===== src/rtl/nrs_pilot_demapper_pkg.sv =====
// Shared channel-estimation constants for the NRS pilot demapper:
// pilot symbol positions, subcarrier grid size, bank-state encoding and
// the small arithmetic helpers used for pilot selection.
package nrs_pilot_demapper_pkg;

  // NRS (port 0) pilot symbols within a subframe
  localparam logic [3:0] NRS_SYM_S0A = 4'd5;
  localparam logic [3:0] NRS_SYM_S0B = 4'd6;
  localparam logic [3:0] NRS_SYM_S1A = 4'd12;
  localparam logic [3:0] NRS_SYM_S1B = 4'd13;

  // Subcarriers per resource block; the two pilots of a symbol sit half a block apart
  localparam logic [3:0] NUM_SC         = 4'd12;
  localparam logic [3:0] NRS_SC_SPACING = NUM_SC >> 1;

  // Pilots held per slot bank: 2 symbols x 2 subcarriers
  localparam int PILOTS_PER_SLOT = 4;

  typedef enum logic [1:0] {
    BANK_EMPTY   = 2'd0,
    BANK_FILLING = 2'd1,
    BANK_FULL    = 2'd2
  } bank_state_t;

  // Cell shift folded into 0..5 (v_shift mod 6 for a 3-bit input)
  function automatic logic [2:0] fold_shift(input logic [2:0] v);
    return (v >= 3'd6) ? (v - 3'd6) : v;
  endfunction

  // (v + 3) mod 6 for v in 0..5: second pilot symbol is offset by 3 subcarriers
  function automatic logic [2:0] add3_mod6(input logic [2:0] v);
    return (v >= 3'd3) ? (v - 3'd3) : (v + 3'd3);
  endfunction

endpackage


===== src/rtl/nrs_pilot_bank.sv =====
// One slot bank of NRS pilots: 4-entry I/Q register file, a written-entry
// mask so rewrites of the same entry are not counted twice, and the
// EMPTY -> FILLING -> FULL -> EMPTY occupancy FSM.
module nrs_pilot_bank
  import nrs_pilot_demapper_pkg::*;
#(
  parameter int DATA_W = 16
) (
  input  logic                clk,
  input  logic                rst,
  input  logic                wr_en,
  input  logic [1:0]          wr_entry,
  input  logic [2*DATA_W-1:0] wr_data,
  input  logic                clr,
  input  logic [1:0]          rd_entry,
  output logic [2*DATA_W-1:0] rd_data,
  output logic                full,
  output logic                drop
);

  bank_state_t         state;
  bank_state_t         state_next;
  logic [3:0]          mask;
  logic [3:0]          mask_next;
  logic                accept;
  logic [2*DATA_W-1:0] mem [PILOTS_PER_SLOT];

  // State register: occupancy state and written-entry mask
  always_ff @(posedge clk) begin
    // NOTE: sequential state is assigned with <= so every register samples
    // pre-edge values regardless of statement order.
    if (rst) begin
      state <= BANK_EMPTY;
      mask  <= 4'h0;
    end else begin
      state <= state_next;
      mask  <= mask_next;
    end
  end

  // Next-state logic: a clear returns to EMPTY, accepted writes fill the mask
  always_comb begin
    // NOTE: defaults first so every path assigns both outputs and no latch is inferred.
    state_next = state;
    mask_next  = mask;
    if (clr) begin
      state_next = BANK_EMPTY;
      mask_next  = 4'h0;
    end else if (accept) begin
      mask_next  = mask | (4'b0001 << wr_entry);
      state_next = (mask_next == 4'hF) ? BANK_FULL : BANK_FILLING;
    end
  end

  // Output logic: writes are taken unless the bank is FULL, in which case they are dropped
  always_comb begin
    accept = 1'b0;
    drop   = 1'b0;
    full   = (state == BANK_FULL);
    if (wr_en) begin
      if (state == BANK_FULL) drop   = 1'b1;
      else                    accept = 1'b1;
    end
  end

  // Pilot storage; contents are only meaningful once the mask says so
  always_ff @(posedge clk) begin
    // NOTE: the register file is deliberately not reset; occupancy is tracked
    // by state/mask, so stale data is never served.
    if (accept) mem[wr_entry] <= wr_data;
  end

  assign rd_data = mem[rd_entry];

endmodule


===== src/rtl/nrs_pilot_demapper.sv =====
// NRS pilot demapper: classifies the post-FFT RE stream, captures the
// port-0 pilots of each subframe into two slot banks, and serves them to
// the channel-estimation control with a fixed one-cycle read latency.
module nrs_pilot_demapper
  import nrs_pilot_demapper_pkg::*;
#(
  parameter int DATA_W = 16
) (
  input  logic              clk,
  input  logic              rst,
  input  logic [2:0]        v_shift,
  input  logic              in_valid,
  input  logic              in_sof,
  input  logic [3:0]        in_sym,
  input  logic [3:0]        in_sc,
  input  logic [DATA_W-1:0] in_re_i,
  input  logic [DATA_W-1:0] in_re_q,
  input  logic              demap_read,
  input  logic [3:0]        col,
  input  logic [1:0]        nrs_index_addr,
  output logic              demap_ready,
  output logic              pilot_valid,
  output logic [DATA_W-1:0] pilot_i,
  output logic [DATA_W-1:0] pilot_q,
  output logic              overrun,
  output logic              rd_err
);

  // Write side
  logic [2:0] vs_reg;
  logic [2:0] vs_eff;
  logic [3:0] k0;
  logic [3:0] k1;
  logic       sym_a;
  logic       sym_b;
  logic       hit0;
  logic       hit1;
  logic       is_pilot;
  logic       wr_bank;
  logic [1:0] wr_entry;
  logic [1:0] bank_wr_en;

  // Read side
  logic       rd_bank;
  logic [1:0] rd_cnt;
  logic       col_ok;
  logic       col_is_b;
  logic       rd_bank_sel;
  logic       read_legal;
  logic       read_last;
  logic [1:0] bank_clr;

  // Bank status / data
  logic [1:0]          bank_full;
  logic [1:0]          bank_drop;
  logic [2*DATA_W-1:0] bank_rd_data [2];
  logic [2*DATA_W-1:0] rd_sel_data;

  // Cell shift register, loaded at the start of every subframe
  always_ff @(posedge clk) begin
    if (rst)                      vs_reg <= 3'd0;
    else if (in_valid && in_sof)  vs_reg <= fold_shift(v_shift);
  end

  // The first RE of a subframe is classified with its own shift, not the stale one
  assign vs_eff = (in_valid && in_sof) ? fold_shift(v_shift) : vs_reg;

  // Pilot classification: which symbol, which subcarrier, which bank/entry
  always_comb begin
    sym_a    = (in_sym == NRS_SYM_S0A) || (in_sym == NRS_SYM_S1A);
    sym_b    = (in_sym == NRS_SYM_S0B) || (in_sym == NRS_SYM_S1B);
    k0       = sym_b ? {1'b0, add3_mod6(vs_eff)} : {1'b0, vs_eff};
    k1       = k0 + NRS_SC_SPACING;
    hit0     = (sym_a || sym_b) && (in_sc == k0);
    hit1     = (sym_a || sym_b) && (in_sc == k1);
    is_pilot = in_valid && (hit0 || hit1);
    wr_bank  = (in_sym == NRS_SYM_S1A) || (in_sym == NRS_SYM_S1B);
    wr_entry = {sym_b, hit1};
    bank_wr_en[0] = is_pilot && !wr_bank;
    bank_wr_en[1] = is_pilot &&  wr_bank;
  end

  // Read legality: valid column, current read bank, bank FULL, address matches symbol
  always_comb begin
    col_ok      = (col == NRS_SYM_S0A) || (col == NRS_SYM_S0B) ||
                  (col == NRS_SYM_S1A) || (col == NRS_SYM_S1B);
    col_is_b    = (col == NRS_SYM_S0B) || (col == NRS_SYM_S1B);
    rd_bank_sel = (col >= 4'd7);
    read_legal  = demap_read && col_ok && (rd_bank_sel == rd_bank) &&
                  bank_full[rd_bank_sel] && (nrs_index_addr[1] == col_is_b);
    read_last   = read_legal && (rd_cnt == 2'd3);
    bank_clr[0] = read_last && !rd_bank;
    bank_clr[1] = read_last &&  rd_bank;
    rd_sel_data = bank_rd_data[rd_bank_sel];
  end

  nrs_pilot_bank #(.DATA_W(DATA_W)) u_bank0 (
    .clk      (clk),
    .rst      (rst),
    .wr_en    (bank_wr_en[0]),
    .wr_entry (wr_entry),
    .wr_data  ({in_re_i, in_re_q}),
    .clr      (bank_clr[0]),
    .rd_entry (nrs_index_addr),
    .rd_data  (bank_rd_data[0]),
    .full     (bank_full[0]),
    .drop     (bank_drop[0])
  );

  nrs_pilot_bank #(.DATA_W(DATA_W)) u_bank1 (
    .clk      (clk),
    .rst      (rst),
    .wr_en    (bank_wr_en[1]),
    .wr_entry (wr_entry),
    .wr_data  ({in_re_i, in_re_q}),
    .clr      (bank_clr[1]),
    .rd_entry (nrs_index_addr),
    .rd_data  (bank_rd_data[1]),
    .full     (bank_full[1]),
    .drop     (bank_drop[1])
  );

  // Read bookkeeping: four legal reads drain a bank and hand over to the other
  always_ff @(posedge clk) begin
    if (rst) begin
      rd_bank <= 1'b0;
      rd_cnt  <= 2'd0;
    end else if (read_legal) begin
      if (read_last) begin
        rd_bank <= ~rd_bank;
        rd_cnt  <= 2'd0;
      end else begin
        rd_cnt  <= rd_cnt + 2'd1;
      end
    end
  end

  // Output register: one-cycle read response, status flags
  always_ff @(posedge clk) begin
    if (rst) begin
      demap_ready <= 1'b0;
      pilot_valid <= 1'b0;
      pilot_i     <= '0;
      pilot_q     <= '0;
      overrun     <= 1'b0;
      rd_err      <= 1'b0;
    end else begin
      demap_ready <= bank_full[rd_bank];
      pilot_valid <= demap_read;
      rd_err      <= demap_read && !read_legal;
      overrun     <= overrun || (|bank_drop);
      if (read_legal) begin
        pilot_i <= rd_sel_data[2*DATA_W-1:DATA_W];
        pilot_q <= rd_sel_data[DATA_W-1:0];
      end else if (demap_read) begin
        pilot_i <= '0;
        pilot_q <= '0;
      end
    end
  end

endmodule


===== config.mk =====
export PLATFORM = sky130hd
export DESIGN_NAME = nrs_pilot_demapper
export DESIGN_NICKNAME = d
export VERILOG_FILES = /design/src/rtl/nrs_pilot_demapper_pkg.sv /design/src/rtl/nrs_pilot_bank.sv /design/src/rtl/nrs_pilot_demapper.sv
export SDC_FILE = /design/constraint.sdc
export NUM_CORES = 1
export LEC_CHECK = 0
export ABC_AREA = 1
export ABC_CLOCK_PERIOD_IN_PS = 6350
export CAP_MARGIN = 40
export CORE_MARGIN = 2
export CORE_UTILIZATION = 44
export CTS_BUF_LIST = sky130_fd_sc_hd__clkbuf_16
export DETAILED_ROUTE_END_ITERATION = 7
export PLACE_DENSITY = 0.69
export SLEW_MARGIN = 15
export SYNTH_ARGS = -nofsm -noshare
export SYNTH_HDL_FRONTEND = slang
export SYNTH_HIERARCHICAL = 1
export SYNTH_SLANG_ARGS = --single-unit
export TNS_END_PERCENT = 1

===== constraint.sdc =====
create_clock -name clk -period 6.35 [get_ports clk]
set_clock_uncertainty 0.05 [all_clocks]
set_input_delay 1.905 -clock clk [delete_from_list [all_inputs] [get_ports clk]]
set_output_delay 1.905 -clock clk [all_outputs]
set_load 0.01 [all_outputs]

==> impl_metrics.env <==
export IMPL_critPathKind="in2reg"
export IMPL_ys_types=31
export IMPL_crit_path_top_delay_cell="clkdlybuf4s50_1"
export IMPL_root_buffer="clkbuf_16"
export IMPL_cp_end_kind="flip-flop"
export IMPL_reg_top3="u_bank0/mem x128, u_bank1/mem x128"
export IMPL_ys_ff_latch=310
export IMPL_place_hpwl_um=14800
export IMPL_cts_path_max_buffers=3
export IMPL_fp_dieW_um=172
export IMPL_die_y_um=172
export IMPL_cts_setup_buffers=0
export IMPL_rows=61
export IMPL_clock_latency_ns=0.55
export IMPL_vias=8047
export IMPL_max_freq_mhz=187
export IMPL_grt_max_degree=65
export IMPL_cts_resized=0
export IMPL_grt_antenna_before_repair=0
export IMPL_gr_total_overflow=0
export IMPL_arrival_ns=5.54
export IMPL_setup_tns_final_ns=0
export IMPL_setup_ws_ns=0.991
export IMPL_ant_nets=0
export IMPL_r2r_cells=24
export IMPL_hold_class="reg2reg"
export IMPL_dr_pass1_iters=5
export IMPL_rr_startpoint="vs_reg[0]"
export IMPL_crit_family="simple AND/OR/NAND/NOR gates"
export IMPL_leakage_nw=5.08
export IMPL_dieArea_um2=29700
export IMPL_crit_fanout=17
export IMPL_cp_start_kind="input pin"
export IMPL_vdd_ir_drop_max_uv=255
export IMPL_tritoncts="yes"
export IMPL_io_buffers=89
export IMPL_area_delta_synth_final_pct=17.3
export IMPL_power_total_mw=4.18
export IMPL_n_antenna_cell=0
export IMPL_utilization_pct=52.5
export IMPL_nNetsFinal=1234
export IMPL_power_density_nw_per_um2=286
export IMPL_core_area_um2=27900
export IMPL_synthCells=1096
export IMPL_grt_pass1_vias=7768
export IMPL_synthTopCellsByArea="edfxtp_1 (62%), dfxtp_1 (8.7%), nand2_1 (6.7%)"
export IMPL_final_cell_mix="edfxtp_1 (256), nand2_1 (222), nor2_1 (154), o21ai_1 (92), clkdlybuf4s50_1 (86)"
export IMPL_cts_hold_buf=0
export IMPL_yosys_warnings=6
export IMPL_wirelength_um=25800
export IMPL_synth_top_area_share_pct=61.6
export IMPL_cts_inserted_buffers=31
export IMPL_final_common_cell="edfxtp_1"
export IMPL_crit_buf_inv=5
export IMPL_cts_sinks=310
export IMPL_fin_crit_ns=5.36
export IMPL_htree_levels=1
export IMPL_io_pins=90
export IMPL_slew_viol_final=0
export IMPL_cp_required_ns=6.54
export IMPL_status="finished, final reports clean"
export IMPL_yosys_area_top_type="edfxtp_1"
export IMPL_final_hold_viol_count=0
export IMPL_dp_cells=1521
export IMPL_drcViolationCount=0
export IMPL_vias_per_cell=5.10
export IMPL_ys_seq_area_share_pct=70.3
export IMPL_gp_congestion=0.774
export IMPL_setup_worst_path_start="in_valid"
export IMPL_grt_pass1_wl_um=40700
export IMPL_synth_area_per_cell_um2=11.4
export IMPL_critPathCapture="u_bank1/mem[2][28]"
export IMPL_rsz0062_at_grt="no"
export IMPL_drive_gt1_share_pct=7.08
export IMPL_crit_path_frequent_cell="nand2_1"
export IMPL_cap_violations=0
export IMPL_syn_area_um2=12500
export IMPL_r2r_end="u_bank1/mem[2][28]"
export IMPL_track_usage_pct=17.5
export IMPL_pre_cts_slack_ns=0.444
export IMPL_routedWlPerCell_um=16.3
export IMPL_max_slew_margin_rel_pct=48.1
export IMPL_cp_num_cells=25
export IMPL_cts_clk_slew_worst_paths_ns=0.06
export IMPL_max_stage_delay_ns=0.47
export IMPL_synth_fp_nets=1154
export IMPL_r2r_slack_ns=2.67
export IMPL_start_util_pct=44.8
export IMPL_drtIter0Drc=556
export IMPL_worst_pin_slew_ns=0.778
export IMPL_setup_viol_count_final=0
export IMPL_stdcell_count=1579
export IMPL_min_period_over_period_pct=84.4
tightest hold or removal path, cell delays in order, from the launching register on:
cell and delay (ns):
dfxtp_1 0.29, inv_1 0.05, a21oi_1 0.06
metal layers:
metal | part of all wire [%] | GRT usage, % | vias up
li1 | - | - | 4002
met1 | 46 | 24.6 | 3826
met2 | 47 | 28.8 | 189
met3 | 5.2 | 2.63 | 30
met4 | 1.6 | 4.35 | 0
met5 | 0 | 0 | -
worst min path at each step:
| stage | start | end | slack [ns] | depth (start not counted) |
|---|---|---|---|---|
| 2_1_floorplan | u_bank0/mask[0] | u_bank0/mask[0] | 0.38 | 2 |
| 3_3_place_gp | u_bank1/mask[3] | u_bank1/mask[3] | 0.40 | 2 |
| 3_5_place_dp | u_bank1/mask[2] | u_bank1/mask[2] | 0.40 | 2 |
| 4_1_cts | u_bank1/mask[2] | u_bank1/mask[2] | 0.41 | 2 |
| 5_1_grt | pilot_q[15] | pilot_q[15] | 0.43 | 2 |
| 6_report | u_bank1/mask[0] | u_bank1/mask[0] | 0.40 | 2 |
cells by family after synthesis:
group | count (synthesis) | share of synthesized area [%]
buffers and inverters | 113 | 4.82
flip-flops | 310 | 70.3
AND/OR/NAND/NOR | 420 | 13.5
adder cells (fa/ha/maj) | 4 | 0.401
AO/OA/AOI/OAI | 248 | 10.9
XOR/XNOR | 1 | 0.0702
layout make-up:
type                            instances  area, µm²
Multi-Input combinational cell        673       3110
Fill cell                            2379      13200
Clock buffer                           31        776
Sequential cell                       310       8770
Timing Repair Buffer                  104       1100
Tap cell                              378        473
Clock inverter                         27        193
Inverter                               56        223
cells in the mapped netlist:
| cell | instances |
|---|---|
| ha_1 | 4 |
| o21ai_0 | 40 |
| inv_2 | 8 |
| o211ai_1 | 1 |
| nand2_1 | 222 |
| nand2_2 | 4 |
| a21oi_1 | 45 |
| nand3_1 | 19 |
| nor2_1 | 154 |
| o21ai_1 | 92 |
| nor3_1 | 9 |
| nand4_1 | 2 |
| o21ai_2 | 4 |
| xnor2_1 | 1 |
| nor2_8 | 2 |
| buf_4 | 4 |
| a211oi_1 | 1 |
| o22ai_1 | 64 |
| a31oi_4 | 1 |
| inv_6 | 2 |
| dfxtp_1 | 54 |
| or2_1 | 2 |
| nor2_2 | 4 |
| clkbuf_1 | 18 |
| inv_4 | 1 |
| inv_1 | 44 |
| clkinv_1 | 1 |
| edfxtp_1 | 256 |
| buf_6 | 17 |
| nor2_4 | 2 |
| buf_2 | 18 |
stage by stage:
step	cell area [µm²]	hold WS (ns)
3_3_place_gp	13600	0.400
3_5_place_dp	13700	0.400
4_1_cts	14600	0.408
6_report	14600	0.404
5_1_grt	14600	0.434
2_1_floorplan	12500	0.380
power by group:
group / total (mW) / internal (mW) / switching, mW
registers: 2.21 / 2.21 / 0.00221
logic: 0.255 / 0.0890 / 0.166
clock network: 1.72 / 1.00 / 0.720
(Power assumes the default switching activity.)
